===== src/rtl/mem_iface.sv =====
// Multicycle-CPU memory interface: captures one access request, runs it to memory,
// and loads the instruction/data registers on completion or flags a sticky timeout.
module mem_iface #(
    parameter int TIMEOUT = 15
) (
    input  logic        clk,
    input  logic        reset,
    input  logic        req,
    input  logic        iord,
    input  logic        memwrite,
    input  logic        irwrite,
    input  logic [31:0] pc,
    input  logic [31:0] aluout,
    input  logic [31:0] wd,
    output logic [31:0] mem_addr,
    output logic [31:0] mem_wdata,
    output logic        mem_rd,
    output logic        mem_wr,
    input  logic [31:0] mem_rdata,
    input  logic        mem_ready,
    output logic [31:0] instr,
    output logic [5:0]  op,
    output logic [31:0] mdr,
    output logic        stall,
    output logic        err
);

    typedef enum logic [1:0] {IDLE, ACCESS, DONE} state_e;

    localparam logic [7:0] LAST_CNT = 8'(TIMEOUT - 1);

    state_e      state_q, state_d;
    logic [31:0] addr_q, addr_d;
    logic [31:0] wdata_q, wdata_d;
    logic        we_q, we_d;
    logic        irw_q, irw_d;
    logic [7:0]  cnt_q, cnt_d;
    logic [31:0] instr_q, instr_d;
    logic [31:0] mdr_q, mdr_d;
    logic        err_q, err_d;

    // NOTE: state updates use non-blocking assignments so every register samples pre-edge values.
    always_ff @(posedge clk or posedge reset) begin
        if (reset) begin
            state_q <= IDLE;
            addr_q  <= '0;
            wdata_q <= '0;
            we_q    <= 1'b0;
            irw_q   <= 1'b0;
            cnt_q   <= '0;
            instr_q <= '0;
            mdr_q   <= '0;
            err_q   <= 1'b0;
        end else begin
            state_q <= state_d;
            addr_q  <= addr_d;
            wdata_q <= wdata_d;
            we_q    <= we_d;
            irw_q   <= irw_d;
            cnt_q   <= cnt_d;
            instr_q <= instr_d;
            mdr_q   <= mdr_d;
            err_q   <= err_d;
        end
    end

    // NOTE: every signal driven here gets a default first, so no path can infer a latch.
    always_comb begin
        state_d   = state_q;
        addr_d    = addr_q;
        wdata_d   = wdata_q;
        we_d      = we_q;
        irw_d     = irw_q;
        cnt_d     = cnt_q;
        instr_d   = instr_q;
        mdr_d     = mdr_q;
        err_d     = err_q;
        mem_addr  = '0;
        mem_wdata = '0;
        mem_rd    = 1'b0;
        mem_wr    = 1'b0;
        stall     = 1'b0;

        case (state_q)
            IDLE: begin
                // Gated by reset so stall drops asynchronously even while req is held.
                stall = req && !reset;
                if (req) begin
                    addr_d  = iord ? aluout : pc;
                    wdata_d = wd;
                    we_d    = memwrite;
                    irw_d   = irwrite;
                    cnt_d   = '0;
                    state_d = ACCESS;
                end
            end
            ACCESS: begin
                stall     = 1'b1;
                mem_addr  = addr_q;
                mem_wdata = wdata_q;
                mem_rd    = !we_q;
                mem_wr    = we_q;
                // Completion takes priority over a timeout landing in the same cycle.
                if (mem_ready) begin
                    if (!we_q) begin
                        mdr_d = mem_rdata;
                        if (irw_q) instr_d = mem_rdata;
                    end
                    state_d = DONE;
                end else if (cnt_q == LAST_CNT) begin
                    err_d   = 1'b1;
                    state_d = DONE;
                end else begin
                    cnt_d = cnt_q + 8'd1;
                end
            end
            DONE:    state_d = IDLE;
            default: state_d = IDLE;
        endcase
    end

    assign instr = instr_q;
    assign op    = instr_q[31:26];
    assign mdr   = mdr_q;
    assign err   = err_q;

endmodule


===== config.mk =====
export PLATFORM = sky130hd
export DESIGN_NAME = mem_iface
export DESIGN_NICKNAME = d
export VERILOG_FILES = /design/src/rtl/mem_iface.sv
export SDC_FILE = /design/constraint.sdc
export NUM_CORES = 1
export LEC_CHECK = 0
export CORE_MARGIN = 2
export CORE_UTILIZATION = 46
export DETAILED_ROUTE_END_ITERATION = 10
export GPL_ROUTABILITY_DRIVEN = 0
export PLACE_DENSITY = 0.87
export SLEW_MARGIN = 20
export SYNTH_ARGS = -nofsm -noshare
export SYNTH_HDL_FRONTEND = slang
export SYNTH_SLANG_ARGS = --single-unit

===== constraint.sdc =====
create_clock -name clk -period 10.5 [get_ports clk]
set_input_delay 2.1 -clock clk [delete_from_list [all_inputs] [get_ports clk]]
set_output_delay 2.1 -clock clk [all_outputs]
set_load 0.05 [all_outputs]

# Yosys cells after proc, flatten, opt, wreduce, memory -nomap -nowiden
# Cells that the tools add are included.
# op_classes
addsub,1
reduce_logical,11
eq_ne,6
muxes,14
bitwise_logic,2
# op_table
operator,n
2-to-1 mux 32 bit,3
2-to-1 mux 8 bit,3
case mux 8 bit (2 select lines),1
adder 8 x 1 -> 8 bit (second input constant),1
== test 8 x 4 -> 1 bit (second input constant),1
AND reduction 4 bit,2
2-to-1 mux 2 bit,3
!= test 2 bit (second input constant),3
AND reduction 3 bit,2
case mux 2 bit (2 select lines),1
AND reduction 2 bit,2
!= test 3 bit (second input constant),1
== test 2 x 1 -> 1 bit (second input constant),1
logical NOT 1 bit,2
logical NOT 2 bit,1
2-to-1 mux 1 bit,2
NOT 1 bit,2
case mux 1 bit (2 select lines),1
nonzero test 2 bit,1
logical AND 1 bit,1
# word_totals
output_inout_bits,138
ff_bits,141
wordCells,43
in_bits,135

# Logic depth before layout (Yosys ltp)
# logic_depth
word_depth,4
ltp_mapped,7
ltp_nobuf,6

# Worst setup path before layout
# OpenSTA, ideal clock, no wires.
# synth_timing
path_kind,input -> output
start,input port reset
end,output port stall
arrival_time_ns,5.963
path_buffers,0
stages,3
setup_slack_ns,2.437
required_time_ns,8.400
path_cell_list,inv_1 -> a21oi_1 -> nor2_1
# synth_via
elab_chain_cells,3
# synth_lines
item,line,source
"start, declared",7,"input logic reset,"
logical NOT 1 bit,87,stall = req && !reset;
logical AND 1 bit,87,
case mux 1 bit (2 select lines),84,case (state_q)
"end, declared",24,"output logic stall,"
# Every way passes these cells.

# Worst setup path in the final report
# Same ends and word-level chain as after synthesis.

==> flow_results.org <==
** Place
- Final HPWL from detailed placement :: 11.9 mm
- In this run, placement finished with an instance count of 974.
- During placement, the flow inserted port buffers numbering 272.

** Cells and area
- In the final layout, the multi-input gates occupy 2450 um^2.
- Number of filler instances in the final layout :: between 800 and 900
- Of the cells placed in the final design, the portion with a size suffix greater than 1 is 9.39%.
- Across the whole layout, storage elements account for 3530 um^2.
- Antenna diode instance count :: 0
- Area added between synthesis and finish :: 55.9%
- Once layout is complete, the cells apart from fillers number 1007.
- Number of nets in the finished design :: between 900 and 1000

** Yosys
- Share of synthesized area occupied by flip-flops and latches :: 57.2%
- Mean instance size in the synthesized netlist :: 11.0 um^2
- Count of flip-flops with a built-in enable after synthesis :: 0
- Count of cell types in the netlist :: 36
- Biggest area consumer among synthesized cells :: dfrtp_1
- Counting every net in the synthesized netlist gives 698.
- Cells after Synth :: 561
- Yosys printed 0 warnings.
- FFs w/ async S/R, synth :: 100%
- Summing every instance area after synthesis gives 6160 um^2.
- In this run, synthesis produced a sequential element count of 141.
- Yosys attributes the largest share of cell area to dfrtp_1 57%, nand2_1 8.3%, and2_1 6.7%.
- The top cell type by area accounts for about 57% of the synthesized area.
- For this run, the leading register cell type out of synthesis is dfrtp_1.

** Clock network
- Number of levels in the clock H-tree :: 4
- The tree is rooted in a clkbuf_16.
- CTS tree :: done
- After clock tree synthesis, the clock-pin slew on the worst setup and hold paths is 0.06 ns.
- Cells resized by post-CTS repair :: 0
- Number of setup buffers added after CTS :: 0
- Post-cts hold buffer count :: 0
- The clock drives 141 sinks.
- At the later pin of the worst-skew pair, clock insertion delay measures between 0.4 and 0.5 ns.
- Number of buffers added by the clock tree synthesis step :: 17
- In this run the deepest clock path goes through 2 buffers.

** Die
- Once the floorplan was initialized, standard cells occupied 46.9% of the core.
- Chip Height :: 120 um
- Area of the core :: 13100 um^2
- Number of cell rows :: between 40 and 50
- The die covers 14300 um^2.
- Horizontal die dimension :: 120 um
- Number of placed I/O pins :: approximately 270

** STA
- Final setup fails :: 0
- Achievable frequency :: about 160 MHz
- Post-route minimum period :: 6.37 ns
- In the finished design, the share of the clock period the worst path needs comes to 60.7%.
- Final hold viol count :: 0
- Worst clock skew :: ~0.008 ns
- Slew Limit Fails :: 0
- Sum Neg Setup Slack :: 0 ns
- RSZ-0062 raised after global routing :: no
- At the pin with the least slew margin, the transition time is 0.906 ns.
- In this run the tightest slew margin relative to its limit is 39.6%.

** Setup path
- Worst-path cell with the longest stage delay :: clkdlybuf4s50_1
- Worst setup SP type :: primary input
- At the worst endpoint, the arrival time is 4.27 ns.
- Max FO, Critical Path :: 88
- The worst setup path is captured at an output port.
- CP most frequent cell :: clkdlybuf4s50_1
- Crit Path Category :: in2out
- CP Cell Sequence :: clkdlybuf4s50_1, inv_6, a21oi_1, nor2_1, clkdlybuf4s50_1
- Endpoint required time on the critical path :: 8.40 ns
- In this design, the stage delay of the slowest critical-path cell is 0.81 ns.
- Worst setup slack for register-to-register paths :: 7.79 ns

** GRT
- The via count of the first global-routing pass is between 5000 and 6000.
- First-pass GRT wire length :: 26.5 mm
- Total grt overflow :: 0
- The number of antenna violations at the first check in global routing was 0.
- Maximum number of pins on one net before global-route repair :: 104
- GRT Resource Usage Total :: 24.0%

** Routing
- The detailed router finished its first iteration with 254 violations.
- In the routed layout, each cell is associated on average with a via count of roughly 5.1.
- The first TritonRoute pass finished after 4 iterations.
- Final routed DRC violation total :: 0
- Avg WL per Cell :: 16.5 um
- Post-detailed-route count of antenna-violating nets :: 0
- Detailed Route WL :: 16.6 mm
- Number of vias after detailed routing :: 5100

** Power and ir drop
- Dividing total power by cell area gives a power density of 327 nW/um^2.
- Overall power consumption :: around 3.1 mW
- In this run the static leakage power is 4.27 nW.
- Highest ir drop seen on vdd :: 0.000133 V

** Run
- Reported max-cap violation count :: 0

** Run status
- The flow ran to the end, and the final reports show no timing, DRC or antenna violations.

** Hold path
- Worst hold path class :: reg2reg
==> critical path: cells and delay by family <==
family                 cells  cell delay, ns
AO/OA/AOI/OAI              1            0.14
buffers and inverters      3            1.86
AND/OR/NAND/NOR            1            0.12
==> where the power goes <==
part           switching, mW  leakage [nW]  total [mW]  internal [mW]
Sequential             0.143          1.73       0.930          0.787
Clock                  0.229         0.275       0.600          0.370
Combinational           1.04          2.27        1.61          0.569
Total                   1.41          4.27        3.14           1.73
==> routing by layer <==
layer | track usage [%] | routed length (um) | vias up
met3 | 6.51 | 1090 | 44
met1 | 27.0 | 6460 | 2451
met5 | 0 | 0 | -
li1 | - | - | 2373
met2 | 41.7 | 8440 | 232
met4 | 12.6 | 645 | 0
==> synth_stat cells, types with 2 or more instances <==
library cell	n
a21o_1	2
and2_1	66
buf_2	8
buf_4	6
clkbuf_1	24
dfrtp_1	141
ha_1	2
inv_1	5
mux2_1	30
mux2_2	34
mux2i_1	32
nand2_1	137
nand3_1	5
nor2_1	7
nor3_1	2
nor3b_1	2
o21ai_0	36
o22a_1	3
o41ai_1	2
==> sequential cells by signal, summed over array words and instances, names as in the netlist <==
| signal | count |
|---|---|
| irw_q | 1 |
| wdata_q | 32 |
| err | 1 |
| cnt_q | 8 |
| instr | 32 |
| mdr | 32 |
| we_q | 1 |
| addr_q | 32 |
| state_q | 2 |
==> worst paths after layout <==
path                                        start  cells past startpoint                endpoint
setup / recovery                            reset                      5                   stall
hold / removal             wdata_q[8]$_DFFE_PP0P_                      2  wdata_q[8]$_DFFE_PP0P_
setup reg to reg           state_q[1]$_DFFE_PP0P_                      5   instr[14]$_DFFE_PP0P_
hold reg to reg            wdata_q[8]$_DFFE_PP0P_                      2  wdata_q[8]$_DFFE_PP0P_
max in group asynchronous                   reset                      3  wdata_q[5]$_DFFE_PP0P_
min in group asynchronous                   reset                      2   instr[26]$_DFFE_PP0P_
==> cell type report <==
| class | instances | area share (%) |
|---|---|---|
| clock buffer | 21 | 4.90 |
| multi-input combinational | 376 | 25.5 |
| tap | 176 | 2.29 |
| inverter | 5 | 0.247 |
| timing repair buffer | 277 | 28.9 |
| clock inverter | 11 | 1.37 |
| sequential | 141 | 36.7 |
==> per-stage QoR <==
stage,instance area [um^2],hold slack [ns],utilization (%),worst slack [ns]
after floorplan,6160,0.437,-,2.44
after global placement,8960,0.446,68.2,4.13
after detailed placement,8980,0.454,68.4,4.09
after CTS,9590,0.468,73.0,4.08
after global routing,9610,0.489,73.1,3.94
final,9610,0.467,73.1,4.13
==> cells by family after synthesis <==
kind of cell	after synthesis	synth area share [%]
DFF	141	57.2
muxes	96	16.9
adders and majority gates	2	0.406
AOI/OAI and AO/OA	50	4.77
buffers and inverters	44	3.21
and+or+nand+nor	228	17.5
==> cells in the final DEF, fill, tap and decap left out, types with 3 or more instances in the layout <==
master	instances
nand3_1	5
and2_1	66
o22a_1	3
nor2_1	7
clkbuf_16	17
clkinvlp_4	6
nand2_1	137
clkdlybuf4s50_1	271
mux2_1	30
buf_4	3
inv_1	4
inv_6	3
dfrtp_1	141
clkbuf_8	3
mux2i_1	32
mux2_2	34
o21ai_0	36
Note: power is estimated with default switching activity, not from simulation.
